===== src/rtl/tie_level_monitor_if.sv =====
// rtl/tie_level_monitor_if.sv - control/status bundle between housekeeping and the tie-level monitor

interface tie_level_monitor_if #(
    parameter int CNT_W = 8
);
    logic             enable;
    logic             one_i;
    logic             zero_i;
    logic             fault_clr;
    logic             const_ok;
    logic             fault;
    logic [CNT_W-1:0] fault_count;
    logic             irq;

    modport master (
        output enable, one_i, zero_i, fault_clr,
        input  const_ok, fault, fault_count, irq
    );

    modport slave (
        input  enable, one_i, zero_i, fault_clr,
        output const_ok, fault, fault_count, irq
    );
endinterface


===== src/rtl/tie_level_monitor.sv =====
// rtl/tie_level_monitor.sv - debounced checker for the 1.8V one/zero tie nets; irq built only with TIE_MON_IRQ_EN

module tie_level_monitor #(
    parameter int SETTLE_CYCLES = 64,
    parameter int DEBOUNCE      = 4,
    parameter int CNT_W         = 8
) (
    input logic               clk,
    input logic               resetn,
    tie_level_monitor_if.slave bus
);
    localparam int SW = (SETTLE_CYCLES > 1) ? $clog2(SETTLE_CYCLES) : 1;
    localparam int DW = $clog2(DEBOUNCE + 1);

    localparam logic [2:0] S_IDLE   = 3'd0;
    localparam logic [2:0] S_SETTLE = 3'd1;
    localparam logic [2:0] S_CHECK  = 3'd2;
    localparam logic [2:0] S_OK     = 3'd3;
    localparam logic [2:0] S_FAULT  = 3'd4;

    logic             one_m, zero_m, one_s, zero_s;
    logic             bad;
    logic [2:0]       state, state_nx;
    logic [SW-1:0]    settle_cnt, settle_nx;
    logic [DW-1:0]    deb_cnt, deb_nx, deb_inc;
    logic             new_fault;
    logic             fault_q;
    logic [CNT_W-1:0] count_q;

    always_ff @(posedge clk) begin
        if (!resetn) begin
            one_m  <= 1'b0;
            zero_m <= 1'b0;
            one_s  <= 1'b0;
            zero_s <= 1'b0;
        end else begin
            one_m  <= bus.one_i;
            zero_m <= bus.zero_i;
            one_s  <= one_m;
            zero_s <= zero_m;
        end
    end

    assign bad     = ~one_s | zero_s;
    assign deb_inc = deb_cnt + 1'b1;

    // deb_cnt counts bad samples in CHECK/OK and good samples in FAULT
    always_comb begin
        state_nx  = state;
        settle_nx = settle_cnt;
        deb_nx    = deb_cnt;
        new_fault = 1'b0;
        if (!bus.enable) begin
            state_nx  = S_IDLE;
            settle_nx = '0;
            deb_nx    = '0;
        end else begin
            case (state)
                S_IDLE: begin
                    state_nx  = S_SETTLE;
                    settle_nx = '0;
                    deb_nx    = '0;
                end
                S_SETTLE: begin
                    if (settle_cnt == SW'(SETTLE_CYCLES - 1)) begin
                        state_nx  = S_CHECK;
                        settle_nx = '0;
                    end else begin
                        settle_nx = settle_cnt + 1'b1;
                    end
                end
                S_CHECK, S_OK: begin
                    if (bad) begin
                        if (deb_inc == DW'(DEBOUNCE)) begin
                            state_nx  = S_FAULT;
                            deb_nx    = '0;
                            new_fault = 1'b1;
                        end else begin
                            state_nx = S_CHECK;
                            deb_nx   = deb_inc;
                        end
                    end else begin
                        state_nx = S_OK;
                        deb_nx   = '0;
                    end
                end
                S_FAULT: begin
                    if (bad) begin
                        deb_nx = '0;
                    end else if (deb_inc == DW'(DEBOUNCE)) begin
                        state_nx = S_CHECK;
                        deb_nx   = '0;
                    end else begin
                        deb_nx = deb_inc;
                    end
                end
                default: begin
                    state_nx  = S_IDLE;
                    settle_nx = '0;
                    deb_nx    = '0;
                end
            endcase
        end
    end

    always_ff @(posedge clk) begin
        if (!resetn) begin
            state      <= S_IDLE;
            settle_cnt <= '0;
            deb_cnt    <= '0;
        end else begin
            state      <= state_nx;
            settle_cnt <= settle_nx;
            deb_cnt    <= deb_nx;
        end
    end

    // A clear coinciding with a new fault still records that fault
    always_ff @(posedge clk) begin
        if (!resetn) begin
            fault_q <= 1'b0;
            count_q <= '0;
        end else if (new_fault) begin
            fault_q <= 1'b1;
            if (bus.fault_clr)
                count_q <= CNT_W'(1);
            else if (count_q != {CNT_W{1'b1}})
                count_q <= count_q + 1'b1;
        end else if (bus.fault_clr) begin
            fault_q <= 1'b0;
            count_q <= '0;
        end
    end

    assign bus.const_ok    = (state == S_OK);
    assign bus.fault       = fault_q;
    assign bus.fault_count = count_q;

`ifdef TIE_MON_IRQ_EN
    logic irq_evt, irq_q;

    always_ff @(posedge clk) begin
        if (!resetn) begin
            irq_evt <= 1'b0;
            irq_q   <= 1'b0;
        end else begin
            irq_evt <= new_fault;
            irq_q   <= irq_evt;
        end
    end

    assign bus.irq = irq_q;
`else
    assign bus.irq = 1'b0;
`endif

endmodule


===== src/flat_wrapper.sv =====
// flat-port wrapper written by rule: the top's interface ports become plain ports
module tie_level_monitor_flat 
#(
    parameter int SETTLE_CYCLES = 64,
    parameter int DEBOUNCE      = 4,
    parameter int CNT_W         = 8
)
  (clk, resetn, bus_enable, bus_one_i, bus_zero_i, bus_fault_clr, bus_const_ok, bus_fault, bus_fault_count, bus_irq);
  tie_level_monitor_if #(.CNT_W(CNT_W)) bus_i ();
  input logic clk;
  input logic resetn;
  input wire logic [$bits(bus_i.enable)-1:0] bus_enable;
  input wire logic [$bits(bus_i.one_i)-1:0] bus_one_i;
  input wire logic [$bits(bus_i.zero_i)-1:0] bus_zero_i;
  input wire logic [$bits(bus_i.fault_clr)-1:0] bus_fault_clr;
  output wire logic [$bits(bus_i.const_ok)-1:0] bus_const_ok;
  output wire logic [$bits(bus_i.fault)-1:0] bus_fault;
  output wire logic [$bits(bus_i.fault_count)-1:0] bus_fault_count;
  output wire logic [$bits(bus_i.irq)-1:0] bus_irq;
  assign bus_i.enable = bus_enable;
  assign bus_i.one_i = bus_one_i;
  assign bus_i.zero_i = bus_zero_i;
  assign bus_i.fault_clr = bus_fault_clr;
  assign bus_const_ok = bus_i.const_ok;
  assign bus_fault = bus_i.fault;
  assign bus_fault_count = bus_i.fault_count;
  assign bus_irq = bus_i.irq;
  tie_level_monitor #(.SETTLE_CYCLES(SETTLE_CYCLES), .DEBOUNCE(DEBOUNCE), .CNT_W(CNT_W)) u_core (.clk(clk), .resetn(resetn), .bus(bus_i));
endmodule

===== config.mk =====
export PLATFORM = sky130hd
export DESIGN_NAME = tie_level_monitor_flat
export DESIGN_NICKNAME = d
export VERILOG_FILES = /design/src/rtl/tie_level_monitor_if.sv /design/src/rtl/tie_level_monitor.sv /design/src/flat_wrapper.sv
export SDC_FILE = /design/constraint.sdc
export NUM_CORES = 1
export LEC_CHECK = 0
export BUFFER_PORTS_ARGS = -buffer_cell sky130_fd_sc_hd__buf_2
export CAP_MARGIN = 15
export CORE_UTILIZATION = 55
export CTS_BUF_LIST = sky130_fd_sc_hd__clkbuf_4 sky130_fd_sc_hd__clkbuf_8 sky130_fd_sc_hd__clkbuf_16
export DETAILED_ROUTE_END_ITERATION = 10
export GPL_ROUTABILITY_DRIVEN = 0
export GPL_TIMING_DRIVEN = 0
export PLACE_DENSITY = 0.85
export RECOVER_POWER = 25
export SLEW_MARGIN = 20
export SYNTH_ARGS = -nofsm -noshare
export SYNTH_HDL_FRONTEND = slang
export SYNTH_SLANG_ARGS = --single-unit

===== constraint.sdc =====
create_clock -name clk -period 6 [get_ports clk]
set_clock_uncertainty 0.2 [all_clocks]
set_input_delay 1.2 -clock clk [delete_from_list [all_inputs] [get_ports clk]]
set_output_delay 1.2 -clock clk [all_outputs]
set_load 0.05 [all_outputs]

Word-level counts from Yosys, hierarchy flattened
Cells that the tools add are included.

cells by class
  $add $sub $neg = 3
  multipliers = 0
  divide/modulo/power cells = 0
  $lt $le $gt $ge = 0
  equality and inequality tests = 10
  shifts and indexed selects = 0
  mux-type cells = 22
  bitwise logic cells = 2
  reduce and logical (&&, ||, !) cells = 8

operators by type and width
  cell                                                    number
  2-to-1 mux 8 bit                                        4
  2-to-1 mux 3 bit                                        8
  one-hot mux 3 bit (4 select lines)                      1
  one-hot mux 6 bit (2 select lines)                      1
  one-hot mux 3 bit (3 select lines)                      1
  adder 8 x 1 -> 8 bit (second input constant)            1
  inequality test 8 bit (second input constant)           1
  adder 6 x 1 -> 6 bit (second input constant)            1
  == test 3 x 2 -> 1 bit (second input constant)          2
  == test 3 bit (second input constant)                   2
  == test 6 bit (second input constant)                   1
  2-to-1 mux 1 bit                                        6
  2-to-1 mux 6 bit                                        1
  inequality test 2 x 1 -> 1 bit (second input constant)  2
  AND reduction 2 bit                                     2
  nonzero test 2 bit                                      2
  adder 3 x 1 -> 3 bit (second input constant)            1
  == test 3 x 1 -> 1 bit (second input constant)          1
  zero test 3 bit                                         1
  AND reduction 3 bit                                     1
  OR reduction 3 bit                                      1
  inequality test 2 bit (second input constant)           1
  OR reduction 2 bit                                      1
  inverter 1 bit                                          1
  OR 1 bit                                                1

word-level totals
  bits in registers = 25
  bits in latches = 0
  bits in writable memories = 0
  bits in read-only memories = 0
  input bits = 6
  word-level logic and storage cells = 54
  memories = 0

Longest topological paths before layout
Gate-level depths: netlist (run 1).

  depth in word-level cells = 8
  mapped depth = 6

Worst setup path after synthesis (run 1)
OpenSTA, ideal clock, no wires.

  kind = register to output
  start point = register u_core.state[1]
  end point = output port bus_const_ok
  data arrival time = 1033 ps
  data required time = 4600 ps
  setup slack = 3567 ps
  cell stages (with the launch flop) = 4
  buffers on the path = 1
  path through = dfxtp_1 -> buf_4 -> and2b_1 -> and2_1

on the way
  cells in the longest elaborated chain, start to end = 1

ends and longest elaborated chain
  element                   line                      text
  start: declaration        tie_level_monitor.sv:23   logic [2:0] state, state_nx;
  start signal: assignment  tie_level_monitor.sv:112  state <= state_nx;
  == test 3 x 2 -> 1 bit    tie_level_monitor.sv:135  assign bus.const_ok = (state == S_OK);
  end: declaration          flat_wrapper.sv:16        output wire logic [$bits(bus_i.const_ok)-1:0] bus_const_ok;

No other way between the ends.

Final worst setup path (run 1)
Ends and elaborated chain as after synthesis.

==> results.toml, run 1 <==
[sta]
worst_slew_pin_slew_ns = 0.7976
hold_viol_final = 0
rsz0062_at_grt = "no"
setup_viol = 0
fin_crit_sh_pct = 47.10
max_slew_margin_pct = 46.71
slew_violations = 0
max_freq_mhz = 353.9
layout_min_cycle_time_ns = 2.826
setup_tns_ns = 0

[finish]
final_util_pct = 67.84
fin_nets = 171
drive_gt1_share_pct = 15.00
stdcell_count = 187
diodes = 0
syn_to_final_growth_pct = 10.58

[worst_hold_path]
whs_path_depth = 1
hp-start = "u_core.zero_m"
hp-class = "flop to flop"
min_to = "u_core.zero_s"

[worst_setup_path]
startpoint_type = "flop"
cp.arrival_ns = 1.43
endpoint_kind = "primary output"
r2r_start = "u_core.deb_cnt[0]"
ff2ff_path_depth = 6
ff2ff_setup_slack_ns = 3.84
crit_required_ns = 4.60
cp_max_fo = 9
worstSetupPathType = "flop to primary output"
r2r-end = "u_core.bus.fault_count[4]"

[yosys]
async_reset_ff_share_pct = 0
seq_area_frac_synth_pct = 39.56
netlist_instances = 142
yosysWarnings = 0
synthesis.area_sq_um = 1265
synth-seq-cells = 25
postSynthAreaPerCell_sq_um = 8.908
yosysUniqueCellTypes = 46
synth_edf_count = 0
ys.flop_type = "dfxtp_1"
syn_nets = 152

[clocking]
cts_tree = "yes"
clock_sinks = 25
path_clk_slew_ns = 0.14
h-tree-depth = 1
clock-root-buffer = "clkbuf_4"
post_cts_buffers = 0
hold_buffers = 0
cts_buffers = 3
clock_path_buffers = 2
clock_latency_ns = 0.33
cts-resized-gates = 0

[die]
fp.dieH_um = 49.96
rows = 16
die_area_sq_um = 2496
core_area_sq_um = 2062
initial_core_util_pct = 61.35
die_width_um = 49.96
ios = 17

[power_and_ir_drop]
cellLeakagePower_nw = 0.5622
power_mw = 0.2673
power.density_nw_per_um2 = 191.1
max-vdd-ir-drop_mv = 0.1642

[route]
vias = 1114
wirelength_um = 2442
ant_nets = 0
drtIter0Drc = 23
first_pass_iters = 4
drc_errors = 0
routedWlPerCell_um = 13.06
viasPerCell = 5.957

[flow_run]
drv_cap = 0

[outcome]
status = "completed"

[placement]
portBuffers = 14
dp.cells = 183
place_hpwl_um = 1826

[global_route]
grtUsageTotal_pct = 22.42
grt_pass1_wl_um = 4264
grt-ovfl-total = 0
grt_max_degree = 14
antenna_found_initial = 0
grt_pass1_vias = 1009
-- routing by layer --
layer / track usage, % / up-vias / share of wire [%]
li1: - / 557 / -
met1: 27.65 / 519 / 48
met2: 36.94 / 31 / 45
met5: 0 / - / 0
met4: 11.90 / 0 / 2.9
met3: 3.704 / 7 / 4.4
-- kinds of logic (layout without fill, tap and decap cells) --
family / count (synthesis) / in the layout / share of synthesized area, %
adders and majority gates: 4 / 4 / 3.957
buffers and inverters: 8 / 26 / 3.066
AOI/OAI and AO/OA: 25 / 25 / 14.34
DFF: 25 / 25 / 39.56
xor gates and xnor gates: 5 / 5 / 3.463
and+or+nand+nor: 70 / 70 / 32.15
other: 1 / 1 / 0.2965
muxes: 4 / 4 / 3.165
-- where the power goes --
part	switching, mW	leakage, nW	internal [mW]
Combinational	0.0108	0.341	0.00600
Clock	0.0505	0.0184	0.0306
Sequential	0.00115	0.203	0.168
-- registers in the layout, summed over array words and instances, names as in the netlist --
name                    cells
u_core.settle_cnt           6
u_core.bus.fault_count      8
u_core.deb_cnt              3
u_core.zero_m               1
u_core.state                3
u_core.zero_s               1
u_core.bus.fault            1
u_core.one_m                1
u_core.one_s                1
-- cells in the mapped netlist, types with 2 or more instances --
master | instances | area, sq um
dfxtp_1 | 25 | 500.5
nand2_1 | 14 | 52.55
nor2_1 | 9 | 33.78
and2_1 | 8 | 50.05
nand2b_1 | 7 | 43.79
a21oi_1 | 4 | 20.02
ha_1 | 4 | 50.05
mux2i_1 | 4 | 40.04
nand3_1 | 4 | 20.02
nand4_1 | 4 | 25.02
nor2b_1 | 4 | 25.02
nor4_1 | 4 | 25.02
clkbuf_1 | 3 | 11.26
o21ai_0 | 3 | 15.01
or4_1 | 3 | 22.52
xor2_1 | 3 | 26.28
a21boi_0 | 2 | 15.01
buf_4 | 2 | 15.01
inv_1 | 2 | 7.510
o21a_1 | 2 | 15.01
o21bai_1 | 2 | 15.01
o311ai_0 | 2 | 17.52
o31ai_1 | 2 | 15.01
or4b_1 | 2 | 20.02
xnor2_1 | 2 | 17.52
-- how the worst max path moves through the flow --
stage,startpoint,endpoint
floorplan,u_core.state[1],bus_const_ok
global placement,resetn,u_core.bus.fault_count[2]
detailed placement,resetn,u_core.bus.fault_count[2]
CTS,u_core.state[1],bus_const_ok
global route,u_core.state[1],bus_const_ok
finish,u_core.state[1],bus_const_ok
-- placed cells by master, fill, tap and decap left out, types with 2 or more instances in the layout --
cell / instances
o21bai_1: 2
or4_1: 3
nand3_1: 4
or4b_1: 2
inv_1: 2
and2_1: 7
nor2_1: 9
o21a_1: 2
xor2_1: 3
clkbuf_4: 4
buf_4: 2
nand2b_1: 7
buf_2: 15
xnor2_1: 2
nor4_1: 4
o31ai_1: 2
a21boi_0: 2
clkbuf_1: 3
dfxtp_1: 25
nand4_1: 4
ha_1: 4
o311ai_0: 2
o21ai_0: 3
a21oi_1: 4
nor2b_1: 4
mux2i_1: 4
nand2_1: 14
-- critical path, cell delays in order, from the launching register on --
cell and delay (ns):
dfxtp_1 0.34, buf_4 0.14, and2b_1 0.22, and2_1 0.14
buf_2 0.25
-- stage by stage --
step | cell area [sq um] | worst slack [ns] | hold WS (ns)
final | 1399 | 3.174 | 0.2524
after global routing | 1399 | 3.110 | 0.2679
after global placement | 1369 | 3.394 | 0.2162
after detailed placement | 1369 | 3.313 | 0.2269
after floorplan | 1265 | 3.567 | 0.2119
after CTS | 1399 | 3.169 | 0.2577
-- final cells by class --
| type | count | area, sq um |
|---|---|---|
| multi-input cells | 109 | 725.7 |
| fillers | 174 | 663.1 |
| flip-flops and latches | 25 | 500.5 |
| repair buffers | 14 | 70.07 |
| well taps | 27 | 33.78 |
| plain buffers | 6 | 31.28 |
| clock buffers | 4 | 30.03 |
| inverters | 2 | 7.507 |
No activity file was read; power rests on OpenSTA's default activity.
==> run 2, diff against run 1 <==
Clock period 6 ns to 2.9 ns, I/O delays scaled along.
==> run 2 against run 1 <==
  * Power grew 110%
  * Critical path depth unchanged
  * Global-route usage unchanged
  * Die area unchanged
  * Sequential cell count did not move
  * Setup slack got worse by 2.7 ns
  * Sequential power up 110%
  * Final cell count unchanged
  * Non-clock buffer count stayed put
  * First-iteration DRC count shrank 8.7%
  * Core utilization down 0.24 points
  * Largest cell class unchanged
  * Largest power group unchanged
  * Highest routed layer unchanged
==> results.toml, run 2 (same netlist as run 1, synthesis figures left out) <==
[outcome]
status = "completed"

[power_and_ir_drop]
power_mw = 0.5527
cellLeakagePower_nw = 0.5536
max-vdd-ir-drop_mv = 0.3398
power.density_nw_per_um2 = 396.5

[placement]
portBuffers = 14
place_hpwl_um = 1826
place_area_sq_um = 1369

[finish]
drive_gt1_share_pct = 13.75
final_cell_mix = "25 x dfxtp_1, 14 x nand2_1, 14 x buf_2, 9 x nor2_1"
syn_to_final_growth_pct = 10.19
diodes = 0
largest_reg_flops = 8
final_util_pct = 67.60
fillers = 173
final_common_cell = "dfxtp_1"
multiInputGateArea_sq_um = 725.7
fin_area_sq_um = 1394
fin_nets = 171
register_area_sq_um = 500.5

[route]
wirelength_um = 2445
vias = 1112
first_pass_iters = 4
ant_nets = 0
drtIter0Drc = 21
drc_errors = 0
viasPerCell = 5.947
routedWlPerCell_um = 13.07

[global_route]
grt-ovfl-total = 0
grt_max_degree = 14
grtUsageTotal_pct = 22.42
antenna_found_initial = 0
grt_pass1_vias = 1009
grt_pass1_wl_um = 4264

[worst_setup_path]
crit_path_end = "bus_const_ok"
worstSetupPathType = "flop to primary output"
r2r_start = "u_core.state[1]"
cp_max_fo = 9
ff2ff_setup_slack_ns = 0.72
startpoint_type = "flop"
crit_required_ns = 2.12
endpoint_kind = "primary output"
ff2ff_path_depth = 5
r2r-end = "u_core.settle_cnt[3]"
cp.arrival_ns = 1.62
crit_start = "u_core.state[1]"

[sta]
hold_viol_final = 0
max_freq_mhz = 417.5
fin_crit_sh_pct = 82.60
max_slew_margin_pct = 46.66
rsz0062_at_grt = "no"
worst_slew_pin_slew_ns = 0.7984
setup_viol = 0
layout_min_cycle_time_ns = 2.395
slew_violations = 0
setup_tns_ns = 0

[die]
fp.dieH_um = 49.96
die_width_um = 49.96
core_area_sq_um = 2062
rows = 16
die_area_sq_um = 2496
initial_core_util_pct = 61.35
ios = 17

[clocking]
post_cts_buffers = 0
clock_path_buffers = 2
cts_tree = "yes"
clock_latency_ns = 0.33
clock_sinks = 25
h-tree-depth = 1
path_clk_slew_ns = 0.14
hold_buffers = 0
cts-resized-gates = 0
cts_buffers = 3
clock-root-buffer = "clkbuf_4"

[worst_hold_path]
hp-start = "u_core.zero_m"
hp-class = "flop to flop"

[flow_run]
drv_cap = 0
-- run 2: changes by cell type in the layout (fill, tap and decap cells not counted) --
cell and change:
buf_4 -1, clkbuf_1 +2, buf_2 -1
-- run 2: worst max-delay path, stage by stage, from the launching register on --
cell and delay (ns):
dfxtp_1 0.33, clkbuf_1 0.28, and2b_1 0.27, and2_1 0.14
buf_2 0.25
-- run 2: how the worst min path moves through the flow --
stage / end / cells past startpoint
2_1_floorplan: u_core.one_s / 1
3_3_place_gp: u_core.zero_s / 1
3_5_place_dp: u_core.zero_s / 1
4_1_cts: u_core.zero_m / 2
5_1_grt: u_core.zero_m / 2
6_report: u_core.zero_s / 1
-- run 2: final cells by class --
class / count / share of cell area (%)
multi-input combinational: 109 / 52.06
sequential: 25 / 35.91
timing repair buffer: 14 / 4.937
tap: 27 / 2.424
clock buffer: 4 / 2.154
buffer: 6 / 1.975
inverter: 2 / 0.5386
-- run 2: power breakdown --
part           switching, mW  internal (mW)
Combinational         0.0223         0.0120
Sequential           0.00241          0.348
Clock                  0.105         0.0634
Total                  0.129          0.423
-- run 2: per-layer routing --
layer,up-vias,global-route usage [%],share of wire (%)
met5,-,0,0
met4,0,11.90,2.9
met3,7,3.704,4.3
met2,31,36.94,45
met1,517,27.65,47
li1,557,-,-
-- run 2: through the flow --
| step | cells | setup WS [ns] | hold slack [ns] |
|---|---|---|---|
| after global placement | 183 | 0.8391 | 0.2162 |
| after global routing | 187 | 0.4265 | 0.2612 |
| final | 187 | 0.5047 | 0.2525 |
| after CTS | 187 | 0.6894 | 0.2448 |
| after floorplan | 142 | 0.9164 | 0.2119 |
| after detailed placement | 183 | 0.7684 | 0.2269 |
==> run 3, diff against run 2 <==
Clock period 2.9 ns to 2.3 ns, I/O delays scaled along.
==> run 3 against run 2 <==
  * Global-route usage did not move
  * Power is 26% higher
  * Combinational power increased by 27%
  * Clock power grew 25%
  * Sequential share of layout area shrank 0.38 points
  * Core utilization is 0.73 points higher
  * Critical path depth grew 1
  * Non-clock buffer count increased by 1
  * First-iteration DRC count rose by 24%
  * Sequential cell count unchanged
  * Via count did not move
  * Critical path type is now flop to flop
  * Highest routed layer unchanged
==> results.toml, run 3 (same netlist as run 1, synthesis figures left out) <==
[clocking]
cts_tree = "yes"
path_clk_slew_ns = 0.13
clock_path_buffers = 2
clock_latency_ns = 0.33
clock_sinks = 25
h-tree-depth = 1
clock-root-buffer = "clkbuf_4"
cts_buffers = 3

[route]
wirelength_um = 2478
drtIter0Drc = 26
viasPerCell = 5.915
vias = 1112
drc_errors = 0
first_pass_iters = 4
ant_nets = 0
routedWlPerCell_um = 13.18

[sta]
slew_violations = 0
max_freq_mhz = 471.3
setup_tns_ns = 0
layout_min_cycle_time_ns = 2.122
setup_viol = 0
setup_slack_ns = 0.1783
rsz0062_at_grt = "no"
hold_viol_final = 0
max_slew_margin_pct = 45.85
worst_slew_pin_slew_ns = 0.8104
fin_crit_sh_pct = 92.25

[worst_hold_path]
hp-class = "input port to flop"
hp-start = "bus_zero_i"

[worst_setup_path]
endpoint_kind = "flop"
crit_path_top_delay_cell = "nor3b_1"
worstSetupPathType = "flop to flop"
cp_max_fo = 9
crit_start = "u_core.state[1]"
critPathMaxStageDelay_ns = 0.68
crit_required_ns = 2.36
cp.arrival_ns = 2.18
r2r_start = "u_core.state[1]"
worstPathCellList = "buf_4 -> nor3b_1 -> a21boi_0 -> o21bai_1 -> nor2_1"
startpoint_type = "flop"

[flow_run]
drv_cap = 0

[die]
die_width_um = 49.96
initial_core_util_pct = 61.35
fp.dieH_um = 49.96
die_area_sq_um = 2496
rows = 16
core_area_sq_um = 2062
ios = 17

[power_and_ir_drop]
cellLeakagePower_nw = 0.5482
power.density_nw_per_um2 = 493.5
max-vdd-ir-drop_mv = 0.4277

[finish]
diodes = 0
fin_area_sq_um = 1409
stdcell_count = 188
largest_reg_flops = 8
final_util_pct = 68.33
fin_nets = 172
fillers = 172
syn_to_final_growth_pct = 11.37
final_common_cell = "dfxtp_1"
drive_gt1_share_pct = 13.66
final_cell_mix = "25 x dfxtp_1, 14 x nand2_1, 11 x buf_2, 9 x nor2_1"

[placement]
place_area_sq_um = 1369
place_ws_ns = 0.1684
place_hpwl_um = 1826
portBuffers = 14
dp.cells = 183

[outcome]
status = "completed"

[global_route]
grt-ovfl-total = 0
antenna_found_initial = 0
grt_max_degree = 14
grtUsageTotal_pct = 22.42
grt_pass1_vias = 1009
grt_pass1_wl_um = 4264
## run 3: power breakdown
| group | internal [mW] | switching [mW] | total [mW] |
|---|---|---|---|
| logic | 0.0157 | 0.0281 | 0.0438 |
| clock network | 0.0798 | 0.130 | 0.210 |
| registers | 0.439 | 0.00296 | 0.442 |
| total | 0.534 | 0.161 | 0.695 |
## run 3: through the flow
| stage | hold WS [ns] | total power, mW |
|---|---|---|
| 2_1_floorplan | 0.2119 | 0.4832 |
| 3_3_place_gp | 0.2162 | 0.4932 |
| 3_5_place_dp | 0.2269 | 0.4953 |
| 4_1_cts | 0.1248 | 0.7027 |
| 5_1_grt | 0.1412 | 0.7206 |
| 6_report | 0.1360 | 0.6952 |
## run 3: what timing repair did
item | CTS | global route
buffers inserted | 0 | 1
hold buffers | 0 | 0
resized for setup | 0 | 1
endpoints found under the setup margin | 0 | 4
## run 3: area by class of cell
cell class / instances / area [sq um] / area share (%)
multi-input combinational: 109 / 733.2 / 52.04
timing repair buffer: 15 / 72.57 / 5.151
tap: 27 / 33.78 / 2.398
buffer: 6 / 31.28 / 2.220
inverter: 2 / 7.507 / 0.5329
sequential: 25 / 500.5 / 35.52
clock buffer: 4 / 30.03 / 2.131
## run 3: layer usage
layer / vias up / share of wire, % / global-route usage (%)
met4: 0 / 2.7 / 11.90
met3: 7 / 3.5 / 3.704
met5: - / 0 / 0
met2: 21 / 47 / 36.94
li1: 558 / - / -
met1: 526 / 47 / 27.65
## run 3: final timing paths
| path | end | slack [ns] | cells after the start |
|---|---|---|---|
| worst min register to register | u_core.zero_s | 0.25 | 1 |
| worst min-delay path | u_core.zero_m | 0.14 | 2 |
| worst max-delay path | u_core.settle_cnt[3] | 0.18 | 5 |
| worst max register to register | u_core.settle_cnt[3] | 0.18 | 5 |
## run 3: worst max-delay path: cells and delay by family, from the launching register on
| family | cells | cell delay (ns) |
|---|---|---|
| AOI/OAI and AO/OA | 2 | 0.51 |
| buffers and inverters | 1 | 0.15 |
| DFF | 1 | 0.32 |
| and+or+nand+nor | 2 | 0.87 |
